$ cat src/rtl/step_clock_gen.sv
// Debounced single-step clock generator: one clean registered step_clk pulse per accepted button press.
// Optional free-running auto-step mode is enabled by defining STEP_AUTORUN_EN (adds the run port).
module step_clock_gen #(
  parameter int unsigned DEBOUNCE_CYCLES = 50000,
  parameter int unsigned PULSE_CYCLES    = 5000,
  parameter int unsigned RUN_DIV         = 25000000
) (
  input  logic       clk,
  input  logic       reset,
  input  logic       button,
  input  logic       enable,
`ifdef STEP_AUTORUN_EN
  input  logic       run,
`endif
  output logic       step_clk,
  output logic       step_pulse,
  output logic [7:0] ticks,
  output logic       busy
);

  localparam int unsigned CNT_MAX = (DEBOUNCE_CYCLES > PULSE_CYCLES) ? DEBOUNCE_CYCLES : PULSE_CYCLES;
  localparam int unsigned CNT_W   = $clog2(CNT_MAX + 1);
  localparam logic [CNT_W-1:0] DB_LAST    = CNT_W'(DEBOUNCE_CYCLES - 1);
  localparam logic [CNT_W-1:0] PULSE_LAST = CNT_W'(PULSE_CYCLES - 1);

  typedef enum logic [2:0] {
    IDLE     = 3'd0,
    PRESS_DB = 3'd1,
    HIGH     = 3'd2,
    WAIT_REL = 3'd3,
    REL_DB   = 3'd4
  } state_t;

  state_t           state, state_nxt;
  logic [CNT_W-1:0] cnt, cnt_nxt;
  logic             auto_src, auto_nxt;
  logic             enter_high;
  logic             sync1, btn_s;

`ifdef STEP_AUTORUN_EN
  localparam int unsigned DIV_W = $clog2(RUN_DIV + 1);
  localparam logic [DIV_W-1:0] DIV_LAST = DIV_W'(RUN_DIV - 1);
  logic [DIV_W-1:0] div, div_nxt;
`endif

  // Two-flop synchronizer for the raw button
  always_ff @(posedge clk or negedge reset) begin
    if (!reset) begin
      sync1 <= 1'b0;
      btn_s <= 1'b0;
    end else begin
      sync1 <= button;
      btn_s <= sync1;
    end
  end

  // Next-state logic; the same counter serves both debounce windows and the pulse width
  always_comb begin
    state_nxt  = state;
    cnt_nxt    = cnt;
    auto_nxt   = auto_src;
    enter_high = 1'b0;
`ifdef STEP_AUTORUN_EN
    div_nxt    = '0;
`endif
    case (state)
      IDLE: begin
        if (btn_s) begin
          state_nxt = PRESS_DB;
          cnt_nxt   = '0;
        end
`ifdef STEP_AUTORUN_EN
        else if (run && enable) begin
          if (div == DIV_LAST) begin
            state_nxt  = HIGH;
            cnt_nxt    = '0;
            auto_nxt   = 1'b1;
            enter_high = 1'b1;
          end else begin
            div_nxt = div + DIV_W'(1);
          end
        end
`endif
      end
      PRESS_DB: begin
        if (!btn_s) begin
          state_nxt = IDLE;
        end else if (cnt == DB_LAST) begin
          cnt_nxt = '0;
          if (enable) begin
            state_nxt  = HIGH;
            auto_nxt   = 1'b0;
            enter_high = 1'b1;
          end else begin
            state_nxt = WAIT_REL;
          end
        end else begin
          cnt_nxt = cnt + CNT_W'(1);
        end
      end
      HIGH: begin
        if (cnt == PULSE_LAST) begin
          cnt_nxt   = '0;
          state_nxt = auto_src ? IDLE : WAIT_REL;
        end else begin
          cnt_nxt = cnt + CNT_W'(1);
        end
      end
      WAIT_REL: begin
        if (!btn_s) begin
          state_nxt = REL_DB;
          cnt_nxt   = '0;
        end
      end
      REL_DB: begin
        if (btn_s) begin
          state_nxt = WAIT_REL;
        end else if (cnt == DB_LAST) begin
          state_nxt = IDLE;
          cnt_nxt   = '0;
        end else begin
          cnt_nxt = cnt + CNT_W'(1);
        end
      end
      default: begin
        state_nxt = WAIT_REL;
        cnt_nxt   = '0;
      end
    endcase
  end

  // State register; outputs are flops driven from the next state so they never glitch
  always_ff @(posedge clk or negedge reset) begin
    if (!reset) begin
      state      <= WAIT_REL;
      cnt        <= '0;
      auto_src   <= 1'b0;
      step_clk   <= 1'b0;
      step_pulse <= 1'b0;
      ticks      <= 8'd0;
      busy       <= 1'b1;
`ifdef STEP_AUTORUN_EN
      div        <= '0;
`endif
    end else begin
      state      <= state_nxt;
      cnt        <= cnt_nxt;
      auto_src   <= auto_nxt;
      step_clk   <= (state_nxt == HIGH);
      step_pulse <= enter_high;
      ticks      <= ticks + 8'(enter_high);
      busy       <= (state_nxt != IDLE);
`ifdef STEP_AUTORUN_EN
      div        <= div_nxt;
`endif
    end
  end

endmodule
$ cat config.mk
export PLATFORM = sky130hd
export DESIGN_NAME = step_clock_gen
export DESIGN_NICKNAME = d
export VERILOG_FILES = /design/src/rtl/step_clock_gen.sv
export SDC_FILE = /design/constraint.sdc
export NUM_CORES = 1
export LEC_CHECK = 0
export BUFFER_PORTS_ARGS = -buffer_cell sky130_fd_sc_hd__buf_4
export CAP_MARGIN = 20
export CELL_PAD_IN_SITES_DETAIL_PLACEMENT = 0
export CELL_PAD_IN_SITES_GLOBAL_PLACEMENT = 1
export CORE_MARGIN = 2
export CORE_UTILIZATION = 49
export CTS_CLUSTER_SIZE = 20
export DETAILED_ROUTE_END_ITERATION = 10
export HOLD_SLACK_MARGIN = 0.02
export PLACE_DENSITY = 0.9
export SLEW_MARGIN = 20
export SYNTH_ARGS = -nofsm -noshare
export SYNTH_HDL_FRONTEND = slang
export SYNTH_SLANG_ARGS = --single-unit
$ cat constraint.sdc
create_clock -name clk -period 5.8 [get_ports clk]
set_input_delay 0.29 -clock clk [delete_from_list [all_inputs] [get_ports clk]]
set_output_delay 0.29 -clock clk [all_outputs]
set_load 0.1 [all_outputs]
==> flow_metrics.py <==
metrics = {
    "placement": {
        "gp_congestion": 0.870,
        "numPortBuffers": 14,
        "dp_worst_setup_slack_ps": 3540,
        "dp.final_hpwl_mm": 2.70,
        "dp_cells": 240,
    },
    "critical_path": {
        "crit_required_ps": 5970,
        "cp-start-kind": "flop",
        "crit_type": "flop to flop",
        "worst_setup_path_end_kind": "flop",
        "worstPathCellList": "ha_1 -> nor3b_1 -> and4_4 -> nand3_1 -> inv_1 -> ha_1 -> and3_1 -> nand3_1 -> xnor2_1",
        "cpMaxStageDelayCell": "dfrtp_1",
        "critPathMaxFanout": 5,
        "worstPathArrival_ps": 2440,
        "slowest_delay_ps": 410,
    },
    "sta": {
        "worstMarginPinSlew_ps": 856,
        "fin_hold_ws_ps": 121,
        "fmax_mhz": 441,
        "setup-tns-final_ps": 0,
        "rsz0062_at_grt": "false",
        "fin_crit_ps": 2270,
        "finalHoldViolations": 0,
        "maxSlewHeadroom": 0.429,
        "setup_ws_ps": 3530,
        "skew_ps": 8.62,
        "fin_crit_sh": 0.391,
        "setup_viol": 0,
        "slew_violations": 0,
    },
    "final_layout": {
        "instances_no_fill": 249,
        "multi_input_area_um2": 933,
        "layout-drive-gt1-share": 0.174,
        "area_growth_pct": 14.0,
        "finalNetCount": 207,
        "diodes": 0,
        "fill_cells": 309,
        "regArea_um2": 805,
    },
    "detailed_routing": {
        "wl_per_cell_um": 15.0,
        "drt_first_pass_iters": 4,
        "first_iter_violations": 104,
        "drt-total-wl_mm": 3.74,
        "drc": 0,
        "routed-via-count": 1474,
        "vias_per_cell": 5.92,
        "ant_nets": 0,
    },
    "clock_tree": {
        "clk_pin_slew_ps": 70,
        "cts_tree": "done",
        "numCtsBuffers": 5,
        "cts_max_level": 2,
        "cts_sinks": 32,
        "ctsLongestPathBuffers": 2,
        "root_buffer": "clkbuf_8",
        "clk_latency_ps": 280,
    },
    "synth": {
        "syn_nets": 193,
        "synth_seq_cells": 32,
        "synth_cells": 186,
        "yosysUniqueCellTypes": 44,
        "avgSynthCellArea_um2": 9.74,
        "synth_seq_area_share": 0.444,
        "ys_warn_count": 0,
        "syn-cell-area_um2": 1810,
    },
    "power": {
        "leakage_nw": 0.904,
        "p_int_w": 0.000399,
        "p_clk_frac": 0.443,
        "ir_drop_mv": 0.156,
        "finalPower_w": 0.000520,
        "p_per_area_nw_per_um2": 252,
        "p_sw_frac": 0.232,
        "p_seq_frac": 0.461,
        "p_switching_w": 0.000121,
        "p_comb_frac": 0.096,
    },
    "floorplan": {
        "start_util": 0.502,
        "rows": 22,
        "io_pins": 15,
        "fp.dieW_um": 64.8,
        "dieArea_um2": 4200,
        "core_um2": 3610,
        "die_h_um": 64.8,
    },
    "hold_path": {
        "min_path_type": "input port to flop",
    },
    "grt": {
        "grt_first_pass_wirelength_mm": 6.31,
        "antenna_found_initial": 0,
        "grt_max_degree": 33,
        "grt.total_usage": 0.196,
        "grt_overflow_total": 0,
        "grt_pass1_vias": 1403,
    },
    "status": {
        "status": "complete, no violations",
    },
    "run": {
        "drv_cap": 0,
    },
}
==> synth_stat cells <==
library cell,number,area [um^2]
dfrtp_1,29,726
nor4_1,1,6.26
nand3_1,16,80.1
a21o_1,4,30.0
buf_2,5,25.0
xnor2_1,5,43.8
nor3_1,10,50.1
o31ai_1,1,7.51
o22ai_1,2,12.5
or2_1,1,6.26
inv_1,7,26.3
ha_1,3,37.5
a31oi_1,3,18.8
and4_1,2,17.5
a21oi_1,4,20.0
o21ai_0,8,40.0
o22ai_4,1,20.0
nand2b_1,1,6.26
nand4_1,3,18.8
nor3b_1,3,22.5
and3_1,5,31.3
nand2_1,20,75.1
dfstp_2,3,78.8
and4bb_1,2,25.0
xor2_1,2,17.5
and2_1,1,6.26
a21oi_4,1,16.3
nor4bb_1,1,10.0
mux2i_1,5,50.1
and4_4,2,22.5
a32oi_1,3,26.3
o41ai_1,1,8.76
a2111oi_4,1,27.5
nor2b_1,1,6.26
o21bai_1,1,7.51
a21oi_2,2,17.5
nor3b_2,1,12.5
nand3b_1,2,15.0
nor2_1,15,56.3
buf_4,3,22.5
nor4b_4,1,23.8
o21ai_4,1,16.3
o22a_1,1,8.76
a21boi_0,2,15.0
==> stage by stage <==
stage	cell area (um^2)	utilization
floorplan	1810	-
global placement	1930	0.535
detailed placement	1930	0.535
CTS	2070	0.573
global route	2070	0.573
finish	2070	0.573
==> power groups by stage <==
stage	registers, W	logic (W)	clock network (W)
after floorplan	0.000247	0.0000331	0
after global placement	0.000243	0.0000488	0
after detailed placement	0.000244	0.0000498	0
after CTS	0.000240	0.0000504	0.000233
after global routing	0.000240	0.0000550	0.000245
final	0.000240	0.0000497	0.000231
==> final cells by class <==
cell class              instances  share of cell area
inverters                       7              0.0127
repair buffers                 15              0.0557
multi-input cells             139               0.452
well taps                      48              0.0291
flip-flops and latches         32               0.389
clock inverters                 1              0.0145
clock buffers                   7              0.0466
==> per-layer routing <==
metal / GRT usage / wire length [um]
met3: 0.0503 / 142
met1: 0.236 / 1660
met2: 0.336 / 1910
met4: 0.0745 / 39
met5: 0 / 0
==> repair_timing <==
action,CTS,global route
hold endpoints to repair,29,0
gates resized for setup,0,0
buffers inserted,0,0
hold buffers,1,0
==> registers in the layout, summed over array words and instances, names as in the netlist <==
name	cells
step_pulse	1
sync1	1
btn_s	1
step_clk	1
cnt	16
busy	1
ticks	8
state	3
==> placed cells by master (no fill, tap or decap), types with 4 or more instances in the layout <==
| cell type | Yosys | layout |
|---|---|---|
| a21o_1 | 4 | 4 |
| mux2i_1 | 5 | 5 |
| nor2_1 | 15 | 15 |
| a21oi_1 | 4 | 4 |
| clkbuf_8 | 0 | 7 |
| nand3_1 | 16 | 16 |
| inv_1 | 7 | 7 |
| and3_1 | 5 | 5 |
| o21ai_0 | 8 | 8 |
| xnor2_1 | 5 | 5 |
| buf_4 | 3 | 14 |
| nor3_1 | 10 | 10 |
| nand2_1 | 20 | 20 |
| dfrtp_1 | 29 | 29 |
==> cell families after synthesis <==
kind of cell | after synthesis | synth area share
AO/OA/AOI/OAI | 36 | 0.162
XOR/XNOR | 7 | 0.0338
adder cells (fa/ha/maj) | 3 | 0.0207
buffers and inverters | 15 | 0.0407
flip-flops | 32 | 0.444
multiplexers | 5 | 0.0276
AND/OR/NAND/NOR | 88 | 0.271
==> final timing paths <==
path,slack (ps),from,endpoint,cells past startpoint
max in group asynchronous,4990,reset,state[0]$_DFF_PN1_,2
worst max-delay path,3530,cnt[0]$_DFFE_PN0P_,ticks[5]$_DFF_PN0_,9
worst max register to register,3530,cnt[0]$_DFFE_PN0P_,ticks[5]$_DFF_PN0_,9
worst min register to register,360,sync1$_DFF_PN0_,btn_s$_DFF_PN0_,0
worst min-delay path,120,button,sync1$_DFF_PN0_,1
min in group asynchronous,480,reset,ticks[2]$_DFF_PN0_,2
==> worst max-delay path: cells and delay by family (launching register included) <==
kind | cells | cell delay, ps
and+or+nand+nor | 5 | 1120
xor gates and xnor gates | 1 | 130
adders and majority gates | 2 | 410
DFF | 1 | 410
buffers and inverters | 1 | 80
(Power assumes the default switching activity.)
